### src/rtl/cache_mem_arbiter.sv
// cache_mem_arbiter
// -----------------
// Shares one backing-memory port among NUM_REQ region caches (write-through
// stores, write-back evictions, line refills). Round-robin arbitration, one
// outstanding memory transaction at a time, one-cycle completion pulse.
//
// Ports:
//   clk, reset        rising-edge clock, synchronous active-high reset
//   req_valid/_write  per-requester request valid and type (1 = write)
//   req_addr/_wdata   packed payloads, requester i at [i*W +: W]
//   req_ready         one-hot accept strobe (combinational, IDLE only)
//   resp_valid        one-hot completion pulse to the owning requester
//   resp_rdata        last read data, shared by all requesters
//   resp_err          qualifies resp_valid, high = memory timeout
//   mem_*             single external memory request/response port
//   busy              high whenever the arbiter is not IDLE
//   grant_id          current or last owner index
//
// Optional feature macro: CACHE_ARB_TIMEOUT_EN
//   Defined   : WAIT is bounded by TIMEOUT_CYCLES, expiry answers with resp_err.
//   Undefined : WAIT waits indefinitely, resp_err is tied low.
module cache_mem_arbiter #(
  parameter int NUM_REQ        = 4,
  parameter int ADDR_W         = 32,
  parameter int DATA_W         = 32,
  parameter int TIMEOUT_CYCLES = 255,
  localparam int IDX_W         = (NUM_REQ > 1) ? $clog2(NUM_REQ) : 1
) (
  input  logic                      clk,
  input  logic                      reset,
  input  logic [NUM_REQ-1:0]        req_valid,
  input  logic [NUM_REQ-1:0]        req_write,
  input  logic [NUM_REQ*ADDR_W-1:0] req_addr,
  input  logic [NUM_REQ*DATA_W-1:0] req_wdata,
  output logic [NUM_REQ-1:0]        req_ready,
  output logic [NUM_REQ-1:0]        resp_valid,
  output logic [DATA_W-1:0]         resp_rdata,
  output logic                      resp_err,
  output logic                      mem_req_valid,
  input  logic                      mem_req_ready,
  output logic                      mem_write,
  output logic [ADDR_W-1:0]         mem_addr,
  output logic [DATA_W-1:0]         mem_wdata,
  input  logic                      mem_resp_valid,
  input  logic [DATA_W-1:0]         mem_rdata,
  output logic                      busy,
  output logic [IDX_W-1:0]          grant_id
);

  // Reject configurations the round-robin search and watchdog cannot handle.
  if (NUM_REQ < 2 || TIMEOUT_CYCLES < 1) begin : gBadParams
    $error("cache_mem_arbiter: NUM_REQ must be >= 2 and TIMEOUT_CYCLES >= 1");
  end

  typedef enum logic [1:0] {S_IDLE, S_ISSUE, S_WAIT, S_RESP} state_e;

  state_e            state_q, state_d;
  logic [IDX_W-1:0]  last_q;
  logic [IDX_W-1:0]  owner_q;
  logic              write_q;
  logic [ADDR_W-1:0] addr_q;
  logic [DATA_W-1:0] wdata_q;
  logic [DATA_W-1:0] rdata_q;

  logic [ADDR_W-1:0] addrArr  [NUM_REQ];
  logic [DATA_W-1:0] wdataArr [NUM_REQ];
  logic              anyReq;
  logic [IDX_W-1:0]  winner;
  logic [IDX_W-1:0]  candIdx;
  logic              timeoutHit;

  // Unpack the flat payload buses so the winner can select with a narrow index.
  always_comb begin
    for (int i = 0; i < NUM_REQ; i++) begin
      addrArr[i]  = req_addr[i*ADDR_W +: ADDR_W];
      wdataArr[i] = req_wdata[i*DATA_W +: DATA_W];
    end
  end

  // Round-robin search: start one past the last owner and take the first
  // active request, wrapping around; the last owner is checked last.
  always_comb begin
    anyReq  = 1'b0;
    winner  = '0;
    candIdx = '0;
    for (int k = 1; k <= NUM_REQ; k++) begin
      candIdx = IDX_W'((int'(last_q) + k) % NUM_REQ);
      if (!anyReq && req_valid[candIdx]) begin
        anyReq = 1'b1;
        winner = candIdx;
      end
    end
  end

`ifdef CACHE_ARB_TIMEOUT_EN
  localparam int CNT_W = ($clog2(TIMEOUT_CYCLES + 1) > 8) ? $clog2(TIMEOUT_CYCLES + 1) : 8;

  logic [CNT_W-1:0] cnt_q, cnt_d;
  logic             err_q;

  // The counter is zero on entry to WAIT and counts WAIT cycles; expiry on the
  // TIMEOUT_CYCLES-th WAIT cycle lands RESP exactly TIMEOUT_CYCLES after entry.
  always_comb begin
    cnt_d = (state_q == S_WAIT) ? cnt_q + 1'b1 : '0;
  end

  assign timeoutHit = (state_q == S_WAIT) && (cnt_q == CNT_W'(TIMEOUT_CYCLES - 1));

  // A real response on the expiry cycle wins, so the error flag stays low.
  always_ff @(posedge clk) begin
    if (reset) begin
      cnt_q <= '0;
      err_q <= 1'b0;
    end else begin
      cnt_q <= cnt_d;
      if (state_q == S_WAIT) begin
        err_q <= timeoutHit && !mem_resp_valid;
      end
    end
  end

  assign resp_err = (state_q == S_RESP) && err_q;
`else
  assign timeoutHit = 1'b0;
  assign resp_err   = 1'b0;
`endif

  // State register.
  always_ff @(posedge clk) begin
    if (reset) begin
      state_q <= S_IDLE;
    end else begin
      state_q <= state_d;
    end
  end

  // Next-state logic; mem_resp_valid outside WAIT is simply never looked at.
  always_comb begin
    state_d = state_q;
    case (state_q)
      S_IDLE:  if (anyReq) state_d = S_ISSUE;
      S_ISSUE: if (mem_req_ready) state_d = S_WAIT;
      S_WAIT:  if (mem_resp_valid || timeoutHit) state_d = S_RESP;
      S_RESP:  state_d = S_IDLE;
      default: state_d = S_IDLE;
    endcase
  end

  // Transaction capture at grant time and read-data capture in WAIT.
  // Writes leave resp_rdata untouched so it always holds the last read.
  always_ff @(posedge clk) begin
    if (reset) begin
      last_q  <= IDX_W'(NUM_REQ - 1);
      owner_q <= '0;
      write_q <= 1'b0;
      addr_q  <= '0;
      wdata_q <= '0;
      rdata_q <= '0;
    end else begin
      if (state_q == S_IDLE && anyReq) begin
        write_q <= req_write[winner];
        addr_q  <= addrArr[winner];
        wdata_q <= wdataArr[winner];
        owner_q <= winner;
        last_q  <= winner;
      end
      if (state_q == S_WAIT && mem_resp_valid && !write_q) begin
        rdata_q <= mem_rdata;
      end
    end
  end

  // Output decode from the current state.
  always_comb begin
    req_ready     = '0;
    resp_valid    = '0;
    mem_req_valid = 1'b0;
    busy          = (state_q != S_IDLE);
    case (state_q)
      S_IDLE:  if (anyReq) req_ready[winner] = 1'b1;
      S_ISSUE: mem_req_valid = 1'b1;
      S_RESP:  resp_valid[owner_q] = 1'b1;
      default: ;
    endcase
  end

  assign mem_write  = write_q;
  assign mem_addr   = addr_q;
  assign mem_wdata  = wdata_q;
  assign resp_rdata = rdata_q;
  assign grant_id   = owner_q;

endmodule

### config.mk
export PLATFORM = sky130hd
export DESIGN_NAME = cache_mem_arbiter
export DESIGN_NICKNAME = d
export VERILOG_FILES = /design/src/rtl/cache_mem_arbiter.sv
export SDC_FILE = /design/constraint.sdc
export NUM_CORES = 1
export LEC_CHECK = 0
export ABC_AREA = 1
export BUFFER_PORTS_ARGS = -buffer_cell sky130_fd_sc_hd__buf_2
export CORE_AREA = 2 2 159 161
export DETAILED_ROUTE_END_ITERATION = 16
export DIE_AREA = 0 0 161 163
export SLEW_MARGIN = 20
export SYNTH_ARGS = -nofsm -noshare
export SYNTH_HDL_FRONTEND = slang
export SYNTH_SLANG_ARGS = --single-unit
### constraint.sdc
create_clock -name clk -period 4.25 [get_ports clk]
set_input_delay 0.85 -clock clk [delete_from_list [all_inputs] [get_ports clk]]
set_output_delay 0.85 -clock clk [all_outputs]
set_load 0.01 [all_outputs]
After elaboration in Yosys (flattened, before gate mapping):

Index checks and enable logic that the tools add are counted.

* $add $sub $neg: 4
* order comparisons: 9
* equal/unequal tests: 6
* multiplexer cells: 36
* bitwise gates (word level): 1
* reduce and logical (&&, ||, !) cells: 15

Operators with widths (count)
* binary-select mux 32 bit (select 2 bit): 2
* two-way mux 32 bit: 4
* less-than comparator 2 x 3 -> 1 bit, second input constant: 6
* two-way mux 2 bit: 7
* two-way mux 1 bit: 12
* two-way mux 4 bit: 3
* binary-select mux 1 bit (select 2 bit): 5
* logical AND 1 bit: 8
* case mux 2 bit (4 select lines): 1
* != test 2 bit, second input constant: 3
* adder 2 x 1 -> 2 bit, second input constant: 2
* adder 2 bit, second input constant: 2
* demux 1 bit (select 2 bit): 2
* equality test 2 bit, second input constant: 2
* greater-or-equal comparator 2 x 1 -> 1 bit, second input constant: 2
* zero test 1 bit: 4
* greater-or-equal comparator 3 bit, second input constant: 1
* inverter 2 -> 3 bit: 1
* AND reduction 3 bit: 1
* equality test 2 x 1 -> 1 bit, second input constant: 1
* zero test 2 bit: 1
* nonzero test 2 bit: 1

* flip-flop bits (word level): 103
* input port bits: 300
* output and inout port bits: 110
* word-level logic and storage cells: 78

Logic depth before layout (Yosys ltp):

* word-level depth: 19
* gate-level depth with buffers: 18
* gate-level depth less buffers: 15

Worst setup path after synthesis:

Ideal clock, no wire load.

* path type: input -> output
* start: in req_valid[0]
* end: out req_ready[0]
* data arrival time: 2.169 ns
* data required time: 3.400 ns
* setup slack: 1.231 ns
* stages: 14
* path buffers: 2
* cells stage by stage: nand2_1 -> nand2_1 -> nand2_1 -> nand2_2 -> inv_2 -> nand3_1 -> nand2_1 -> nand2_2 -> nand2_4 -> buf_6 -> buf_4 -> nor2_1 -> inv_2 -> nor2_1

* longest elaborated chain between the ends: 18
* elaborated cells between the ends (all ways): 29
* those cells by class: 2 x order compare; 20 x mux; 7 x reduce/logical

RTL lines
* start: declaration: line 31 `input logic [NUM_REQ-1:0] req_valid,`
* binary-select mux 1 bit (select 2 bit): line 88 `if (!anyReq && req_valid[candIdx]) begin`
* two-way mux 1 bit (not written as such): line 88
* two-way mux 1 bit: line 88
* zero test 1 bit: line 88
* logical AND 1 bit: line 88
* two-way mux 1 bit: line 88
* zero test 1 bit: line 88
* logical AND 1 bit: line 88
* (+2 left out)
* logical AND 1 bit: line 88
* two-way mux 2 bit: line 88
* less-than comparator 2 x 3 -> 1 bit (not written as such) / greater-or-equal comparator 2 x 1 -> 1 bit (equally long branches): line 180 `S_IDLE: if (anyReq) req_ready[winner] = 1'b1;`
* logical AND 1 bit (not written as such): line 180
* two-way mux 1 bit (not written as such): line 180
* demux 1 bit (select 2 bit): line 180
* two-way mux 4 bit *: line 180
* two-way mux 4 bit *: line 179 `case (state_q)`
* end: declaration: line 35 `output logic [NUM_REQ-1:0] req_ready,`

Mark *: on every way between the ends. The rest lies on a longest branch, timed or not. The select of a mux whose other input is x is not followed.

Worst setup path after layout:

* start: reg last_q[0]
* end: out req_ready[0]

* longest elaborated chain between the ends: 19
* elaborated cells between the ends (all ways): 33
* those cells by class: 4 x add/sub; 2 x order compare; 20 x mux; 7 x reduce/logical

RTL lines
* start: declaration: line 58 `logic [IDX_W-1:0] last_q;`
* start signal: assignment: line 153 `last_q <= IDX_W'(NUM_REQ - 1);`
* start signal: assignment: line 165 `last_q <= winner;`
* adder 2 x 1 -> 2 bit: line 87 `candIdx = IDX_W'((int'(last_q) + k) % NUM_REQ);`
* binary-select mux 1 bit (select 2 bit): line 88
* two-way mux 1 bit (not written as such): line 88
* two-way mux 1 bit: line 88
* zero test 1 bit: line 88
* logical AND 1 bit: line 88
* two-way mux 1 bit: line 88
* zero test 1 bit: line 88
* (+3 left out)
* logical AND 1 bit: line 88
* two-way mux 2 bit: line 88
* less-than comparator 2 x 3 -> 1 bit (not written as such) / greater-or-equal comparator 2 x 1 -> 1 bit (equally long branches): line 180
* logical AND 1 bit (not written as such): line 180
* two-way mux 1 bit (not written as such): line 180
* demux 1 bit (select 2 bit): line 180
* two-way mux 4 bit *: line 180
* two-way mux 4 bit *: line 179

Marks and branches as above.

==> results.md <==
- Vias: 8,532
- Chip height: 163 µm
- DR pass1 iterations: 5
- Post-CTS Resized: 0
- Iter 0 DRT Violations: 473
- Routed len/inst: about 13 µm
- Crit path time final: 3.26 ns
- Post-Syn Instances: 1,211
- VDD IR-drop max: 0.544 mV
- Synth Area in Adders: 0.735%
- RSZ-0062 raised after global routing: no
- Asr flop ratio synth: 0%
- TNS Setup: 0 ns
- Global-route wire length before repair: 39,400 µm
- Max clock buf depth: 2
- Library cells used by synthesis: 28
- DR WL met2: roughly 12,000 µm
- Vias in the first global route: roughly 8,000
- MaxCap Viol Count: 0
- Drt total wl: around 25,000 µm
- Hold Path Origin: resp_rdata[2]
- Clock Pin Slew Worst Setup and Hold Paths: 0.08 ns
- DP HPWL: 18,600 µm
- Slew of the pin with the lowest slew margin: 0.987 ns
- Worst-Skew Late Latency: 0.35 ns
- Yosys warnings: 0
- Die X: 161 µm
- Worst hold-check path type: flop to flop
- NumNets Final: 1,866
- All-Layer GR Usage: 18.4%
- Post-CTS Setup Inserts: 0
- Post-layout worst setup margin: a little under 1 ns
- Crit path max fanout: 22
- Average size of a mapped cell: 5.63 µm²
- Yosys reg bits: 103
- Clock sink total: 103
- Share of post-route cells with drive strength above 1: approximately 29%
- DR DRC count: 0
- CP cell instances: inv_4 -> nand2_1 -> nand2_1 -> nand2_1 -> nand2_2 -> nor2_1 -> nand2_1 -> nand2_2 -> nand2_4 -> nor2_1 -> inv_2 -> nor2_1 -> buf_2
- Worst Path Required: 3.40 ns
- Largest family of logic cells by synthesized area: simple AND/OR/NAND/NOR gates
- Post-Syn Nets: 1,515
- WL met1: 10,900 µm
- Leading area contributor after synthesis: dfxtp_1
- CTS Buf Count: 9
- Layout area overhead: 36.2%
- Root Buffer: clkbuf_16
- Fmax: about 0.31 GHz
- Post-synthesis sequential area ratio: 30.3%
- Site Rows: 58
- Post-synthesis cell area: 6810 µm²
- Crit path kind: flop to output port
- Leakage power: between 5 and 6 nW
- Count of buffers from port buffering: about 410
- Core area: about 25,000 µm²
- Number of routed nets with antenna violations: 0
- CP startpoint: last_q[0]
- Post-synth EDFFs: 0
- Slew margin rel.: 34.1%
- Slowest library cell on the worst path: dfxtp_1
- Slew Limit Fails: 0
- Hold WS: 0.515 ns
- Simple-Gate Fraction of Synth Area: 46.1%
- Status: finished clean
- Power per cell area: 783 nW/µm²
- Reg-to-Reg Start: last_q[0]
- Starting Density: 27.6%
- Setup Viol. Count Final: 0
- Top cell type's share of synthesized area: 30.3%
- Crit share post-route: 76.6%
- Crit end category: output port
- Synth Area in Compound Gates: around 5.4%
- CTS tree: built
- Worst setup SP type: flop
- Routed length on met3: approximately 1400 µm
- Largest net degree at the start of global routing: 113
- Synth Flop Type: dfxtp_1
- Die area: between 20,000 and 30,000 µm²
- Largest cells by area after synthesis: dfxtp_1, nand2_1, nand3_1, nor2_1, inv_1
- Top sig layer: met4
- Ports: 410
- Post-Place Worst Slack: around 1.1 ns
- Post-Route Skew: 0.0133 ns
- GP Congestion: 0.853
- Via density: approximately 4.5
- Top-count cell post-synth: nand2_1
- Crit-path most repeated cell: nand2_1
- Xor/xnor share of the synthesized area: 0%
- Hold buffers post-CTS: 0
- Mux cell area share after synthesis: 0%
- Crit path arrival time: roughly 2.4 ns
- Initial antenna violation count: 1
- Endpoints failing hold: 0
- Top post-synthesis cells by count: nand2_1, nor2_1, nand3_1, inv_1, dfxtp_1
- Global route overflow: 0
- Clock H-tree levels: 3
- Slowest Stage Delay on Critical Path: around 0.60 ns
-- routing by layer --
metal	vias to the layer above	global-route usage, %
met5	-	0
met3	33	3.18
li1	4376	-
met4	0	5.11
met2	277	32.6
met1	3846	22.9
-- layout make-up --
class                      instances  area [µm²]
timing repair buffer             418        2140
tap                              330         413
inverter                         205         773
clock inverter                     7        91.3
clock buffer                       9         225
sequential                       103        2060
multi-input combinational        825        3570
fill                            2814       15400
antenna                            1        2.50
-- registers in the layout, indices dropped and copies added, names as in the netlist --
register / flops
state_q: 2
mem_addr: 32
mem_wdata: 32
resp_rdata: 32
mem_write: 1
last_q: 2
grant_id: 2
-- cell families after synthesis --
kind of cell             Yosys count
AO/OA/AOI/OAI                     71
adder cells (fa/ha/maj)            4
buffers and inverters            283
flip-flops                       103
other                              1
AND/OR/NAND/NOR                  749
-- worst paths after layout --
kind                                 endpoint  slack [ns]  cells after the start
worst max-delay path             req_ready[0]        0.99                     13
worst min-delay path            resp_rdata[2]        0.52                      2
worst max register to register   mem_addr[29]        1.49                     14
worst min register to register  resp_rdata[2]        0.52                      2
-- cells in the final DEF, fill, tap and decap left out, types with 6 or more instances in the layout --
cell type  netlist  routed
buf_4            8       8
nor2_1         234     232
inv_1          195     195
dfxtp_1        103     103
inv_2            7       6
a21oi_1         30      30
buf_2           29     408
clkbuf_16        0       9
nand3_1        212     212
o21ai_0         33      33
nand2_1        288     287
-- through the flow --
stage / utilization [%] / power (mW) / instance area, µm² / instances
2_1_floorplan: - / 5.25 / 6810 / 1211
3_3_place_gp: 36.3 / 6.45 / 8960 / 1881
3_5_place_dp: 36.3 / 6.48 / 8960 / 1881
4_1_cts: 37.6 / 7.38 / 9280 / 1897
5_1_grt: 37.6 / 8.10 / 9280 / 1898
6_report: 37.6 / 7.27 / 9280 / 1898
-- critical path, delay by kind of cell (launching register included) --
kind	cells	cell delay, ns
buf+inv	3	0.29
simple gates	10	1.16
flops	1	0.60
-- power breakdown --
part           switching [mW]  internal (mW)
clock network           0.432          0.423
logic                    3.33           1.61
registers               0.166           1.30
No activity file was read; power rests on OpenSTA's default activity.
